`config.mk`:
```
export PLATFORM = sky130hd
export DESIGN_NAME = fpusqr_wb_queue
export DESIGN_NICKNAME = d
export VERILOG_FILES = /design/src/rtl/fpusqr_wb_queue.sv
export SDC_FILE = /design/constraint.sdc
export NUM_CORES = 1
export LEC_CHECK = 0
export CAP_MARGIN = 0
export CORE_MARGIN = 3
export CORE_UTILIZATION = 55
export CTS_CLUSTER_DIAMETER = 100
export CTS_CLUSTER_SIZE = 8
export DETAILED_ROUTE_END_ITERATION = 12
export PLACE_DENSITY = 0.8
export SYNTH_ARGS = -nofsm -noshare
export SYNTH_HDL_FRONTEND = slang
export SYNTH_SLANG_ARGS = --single-unit
```
`constraint.sdc`:
```
create_clock -name clk -period 8.6 [get_ports clk]
set_clock_uncertainty 0.2 [all_clocks]
set_input_delay 1.72 -clock clk [delete_from_list [all_inputs] [get_ports clk]]
set_output_delay 1.72 -clock clk [all_outputs]
set_load 0.01 [all_outputs]
```
`src/rtl/fpusqr_wb_queue.sv`:
```
// Writeback staging FIFO behind the FP sqrt/divide unit: buffers alternate-port
// results and replays them in order whenever the shared FP writeback slot is idle.
module fpusqr_wb_queue #(
  parameter int DEPTH      = 4,
  parameter int SIMD_WIDTH = 68
) (
  input  logic                         clk,
  input  logic                         rst,
  input  logic                         except,
  input  logic [3:0]                   in_en,
  input  logic [9:0]                   in_II,
  input  logic [12:0]                  in_op,
  input  logic [8:0]                   in_reg,
  input  logic [8:0]                   in_sreg,
  input  logic                         in_wen,
  input  logic [16+SIMD_WIDTH-1:0]     in_dataF,
  input  logic [SIMD_WIDTH-1:0]        in_dataV,
  input  logic                         wb_busy,
  output logic [3:0]                   out_en,
  output logic [9:0]                   out_II,
  output logic [12:0]                  out_op,
  output logic [8:0]                   out_reg,
  output logic [8:0]                   out_sreg,
  output logic                         out_wen,
  output logic [16+SIMD_WIDTH-1:0]     out_dataF,
  output logic [SIMD_WIDTH-1:0]        out_dataV,
  output logic                         pause,
  output logic [$clog2(DEPTH):0]       count,
  output logic                         ovf
);

  localparam int AW = $clog2(DEPTH);
  localparam int CW = AW + 1;
  localparam int FW = 16 + SIMD_WIDTH;
  localparam int EW = 4 + 10 + 13 + 9 + 9 + 1 + FW + SIMD_WIDTH;
  localparam logic [CW-1:0] FULL_CNT  = CW'(DEPTH);
  localparam logic [CW-1:0] PAUSE_CNT = CW'(DEPTH - 1);

  logic [EW-1:0]   entry_mem [DEPTH];
  logic [AW-1:0]   head_reg, tail_reg;
  logic [CW-1:0]   count_reg;
  logic            ovf_reg;
  logic [3:0]      out_en_reg;
  logic [9:0]      out_II_reg;
  logic [12:0]     out_op_reg;
  logic [8:0]      out_reg_reg, out_sreg_reg;
  logic            out_wen_reg;
  logic [FW-1:0]   out_dataF_reg;
  logic [SIMD_WIDTH-1:0] out_dataV_reg;

  logic            push_req, pop, push_ok, drop;
  logic [EW-1:0]   wr_word, rd_word;

  logic [3:0]      rd_en;
  logic [9:0]      rd_II;
  logic [12:0]     rd_op;
  logic [8:0]      rd_reg, rd_sreg;
  logic            rd_wen;
  logic [FW-1:0]   rd_dataF;
  logic [SIMD_WIDTH-1:0] rd_dataV;

  assign push_req = (in_en != 4'h0) && !except;
  assign pop      = (count_reg != '0) && !wb_busy && !except;
  // A full queue still accepts a push when an entry leaves in the same cycle.
  assign push_ok  = push_req && ((count_reg != FULL_CNT) || pop);
  assign drop     = push_req && !push_ok;

  assign wr_word = {in_en, in_II, in_op, in_reg, in_sreg, in_wen, in_dataF, in_dataV};
  assign rd_word = entry_mem[head_reg];
  assign {rd_en, rd_II, rd_op, rd_reg, rd_sreg, rd_wen, rd_dataF, rd_dataV} = rd_word;

  always_ff @(posedge clk) begin
    if (push_ok) begin
      entry_mem[tail_reg] <= wr_word;
    end
  end

  always_ff @(posedge clk) begin
    if (rst) begin
      head_reg      <= '0;
      tail_reg      <= '0;
      count_reg     <= '0;
      ovf_reg       <= 1'b0;
      out_en_reg    <= '0;
      out_II_reg    <= '0;
      out_op_reg    <= '0;
      out_reg_reg   <= '0;
      out_sreg_reg  <= '0;
      out_wen_reg   <= 1'b0;
      out_dataF_reg <= '0;
      out_dataV_reg <= '0;
    end else if (except) begin
      head_reg    <= '0;
      tail_reg    <= '0;
      count_reg   <= '0;
      out_en_reg  <= '0;
      out_wen_reg <= 1'b0;
    end else begin
      if (push_ok) begin
        tail_reg <= tail_reg + AW'(1);
      end
      if (pop) begin
        head_reg      <= head_reg + AW'(1);
        out_en_reg    <= rd_en;
        out_II_reg    <= rd_II;
        out_op_reg    <= rd_op;
        out_reg_reg   <= rd_reg;
        out_sreg_reg  <= rd_sreg;
        out_wen_reg   <= rd_wen;
        out_dataF_reg <= rd_dataF;
        out_dataV_reg <= rd_dataV;
      end else begin
        out_en_reg  <= '0;
        out_wen_reg <= 1'b0;
      end
      if (push_ok && !pop) begin
        count_reg <= count_reg + CW'(1);
      end else if (pop && !push_ok) begin
        count_reg <= count_reg - CW'(1);
      end
      if (drop) begin
        ovf_reg <= 1'b1;
      end
    end
  end

  assign out_en    = out_en_reg;
  assign out_II    = out_II_reg;
  assign out_op    = out_op_reg;
  assign out_reg   = out_reg_reg;
  assign out_sreg  = out_sreg_reg;
  assign out_wen   = out_wen_reg;
  assign out_dataF = out_dataF_reg;
  assign out_dataV = out_dataV_reg;
  assign count     = count_reg;
  assign ovf       = ovf_reg;
  // Leaves room for the one push already in flight when upstream sees pause.
  assign pause     = (count_reg >= PAUSE_CNT);

endmodule

```
==> qor.yml <==
drt:
  routed_wl_mm: 77.4
  via_count: 17400
  routedWlPerCell_um: 26.0
  drc: 0
  route.met2.wl_mm: 39.5
  route.met3.wl_mm: 6.08
  wl_met1_mm: 29.6
  dr.pass1.iters: 5
  drtIter0Drc: 1603
  ant_nets: 0
  top_layer_used: "met5"
  viasPerCell: 5.86
critical_path:
  path_delay_family: "buffers and inverters"
  slowest_delay_ns: 0.86
  reg2reg_slack_ns: 5.06
  path_buf_inv: 2
  slowest_stage: "and2_4"
  path_max_fanout: 123
  crit_path_end_kind: "register"
  startpoint_type: "input pin"
  cp_cell_sequence: "clkdlybuf4s50_1, nor4_1, a311oi_2, and2_4, buf_12"
  criticalPathCategory: "in -> reg"
  crit_arrival_ns: 4.73
  required_ns: 8.70
place:
  dp_slack_ns: 3.32
  port_buffers: 404
  place_congestion: 0.730
  post_dp_cell_area_mm2: 0.0398
  hpwlAfterDp_mm: 41.6
floorplan:
  ioPinCount: 405
  die_height_um: 258
  initial_core_util: 0.561
  fp.dieW_um: 258
  core_area_mm2: 0.0623
  rows: 91
  dieArea_mm2: 0.0666
clock_tree:
  cts_tree: "done"
  cts_root_buffer: "clkbuf_16"
  cts_resized: 0
  hold_buffers: 0
  cts.sinks: 1000
  cts_setup_buffers: 0
  ctsHtreeMaxLevel: 4
  path_clk_slew_ns: 0.05
  cts_made_buffers: 142
  cts_max_path_buffers: 3
  insertion_delay_ns: 0.70
cells_and_area:
  multiInputGateArea_mm2: 0.00655
  drive_gt1_frac: 0.181
  fill_cells: 3586
  largest_reg_flops: 792
  area.growth.synth_to_final_pct: 26.0
  final_util: 0.707
  seq_area_mm2: 0.0280
  design_area_mm2: 0.0440
  layout.nets: 2220
yosys:
  ys_seq_elements: 1000
  synthFlopType: "edfxtp_1"
  yosysWarnings: 0
  synth_edf_count: 792
  async_flop_share: 0
  synth_area_mm2: 0.0349
  yosysSeqAreaShare: 0.800
  synth_nets: 1742
  ys_types: 34
  post_synth.cell_area_avg_um2: 22.8
  syn_inst: 1534
job:
  drv_cap: 0
timing:
  timing.final.ws_setup_ns: 3.98
  hold_violations: 0
  rsz0062_at_grt: "false"
  setup_tns_ns: 0
  setup_viol: 0
  tightest_slew_ns: 1.20
  fin_crit_sh: 0.538
  min_period_ns: 4.62
  finalMaxSlewViolations: 0
  slew_headroom: 0.201
  max_freq_mhz: 216
global_routing:
  grt_pass1_vias: 18700
  grt_usage: 0.234
  grt_antenna_before_repair: 27
  grt_pass1_wl_mm: 117
  grt-ovfl-total: 0
  grt_start_max_net_pins: 194
run_status:
  status: "finished clean"
pwr:
  vdd_drop_max_v: 0.000228
  power.density_mw_per_mm2: 252
  p_leak_uw: 0.0143
  p_total_uw: 11100
hold_path:
  hp-class: "reg -> reg"
-- cell families (layout without fill, tap and decap cells) --
group | Yosys count | after routing | share of synthesized area
and+or+nand+nor | 30 | 30 | 0.00505
xor gates and xnor gates | 2 | 2 | 0.000501
muxes | 201 | 201 | 0.128
AOI/OAI and AO/OA | 204 | 204 | 0.0506
buffers and inverters | 91 | 679 | 0.0134
other | 0 | 16 | 0
adders and majority gates | 6 | 6 | 0.00236
DFF | 1000 | 1000 | 0.800
-- cell type report --
class	count	area share
Antenna cell	16	0.000910
Clock buffer	243	0.0913
Clock inverter	11	0.00338
Tap cell	837	0.0238
Sequential cell	1000	0.635
Inverter	4	0.000341
Timing Repair Buffer	421	0.0965
Multi-Input combinational cell	443	0.149
-- power breakdown --
group / internal (uW) / leakage, uW / switching [uW]
logic: 259 / 0.00338 / 243
clock network: 3160 / 0.00199 / 1970
registers: 5380 / 0.00894 / 56.5
-- routing by layer --
layer | track usage | up-vias
met4 | 0.101 | 18
met1 | 0.304 | 9072
met5 | 0 | -
met3 | 0.0665 | 153
met2 | 0.375 | 736
li1 | - | 7464
-- Yosys cell counts (all sizes together) (2+ instances only) --
library cell | count | share of area
a21oi | 5 | 0.00082
a22o | 193 | 0.048
and2 | 9 | 0.0016
buf | 61 | 0.010
clkbuf | 26 | 0.0028
dfxtp | 208 | 0.12
edfxtp | 792 | 0.68
ha | 5 | 0.0018
inv | 4 | 0.00043
mux2i | 3 | 0.00086
mux4 | 198 | 0.13
nand2 | 5 | 0.00054
nor2 | 5 | 0.00054
nor3 | 2 | 0.00061
o21ai | 2 | 0.00029
or2 | 2 | 0.00036
or3 | 2 | 0.00036
xor2 | 2 | 0.00050
-- path summary, 6_finish.rpt --
kind | from | depth (start not counted) | to
worst min-delay path | out_II[7]$_SDFFE_PP0P_ | 1 | out_II[7]$_SDFFE_PP0P_
worst min register to register | out_II[7]$_SDFFE_PP0P_ | 1 | out_II[7]$_SDFFE_PP0P_
worst max-delay path | in_en[1] | 5 | entry_mem[2][153]$_DFFE_PP_
worst max register to register | count[0]$_SDFFE_PP0P_ | 4 | entry_mem[2][153]$_DFFE_PP_
-- layout by cell type (no fill, tap or decap), types with 2 or more instances in the layout --
| cell type | Yosys | final |
|---|---|---|
| a21oi_1 | 4 | 4 |
| a22o_1 | 193 | 193 |
| and2_1 | 9 | 5 |
| and2_4 | 0 | 4 |
| buf_12 | 0 | 6 |
| buf_4 | 18 | 11 |
| clkbuf_1 | 26 | 97 |
| clkbuf_16 | 0 | 146 |
| clkdlybuf4s50_1 | 0 | 404 |
| dfxtp_1 | 208 | 206 |
| dfxtp_4 | 0 | 2 |
| diode_2 | 0 | 16 |
| edfxtp_1 | 792 | 792 |
| ha_1 | 5 | 5 |
| inv_1 | 4 | 4 |
| inv_16 | 0 | 4 |
| inv_6 | 0 | 6 |
| mux2i_1 | 3 | 3 |
| mux4_2 | 198 | 198 |
| nand2_1 | 5 | 5 |
| nor2_1 | 5 | 5 |
| o21ai_0 | 2 | 2 |
| or3_1 | 2 | 2 |
| xor2_1 | 2 | 2 |
-- through the flow --
step | std cells | hold slack [ns]
2_1_floorplan | 1534 | 0.253
3_3_place_gp | 2705 | 0.260
3_5_place_dp | 2705 | 0.263
4_1_cts | 2959 | 0.277
5_1_grt | 2974 | 0.290
6_report | 2975 | 0.273
(Power assumes the default switching activity.)
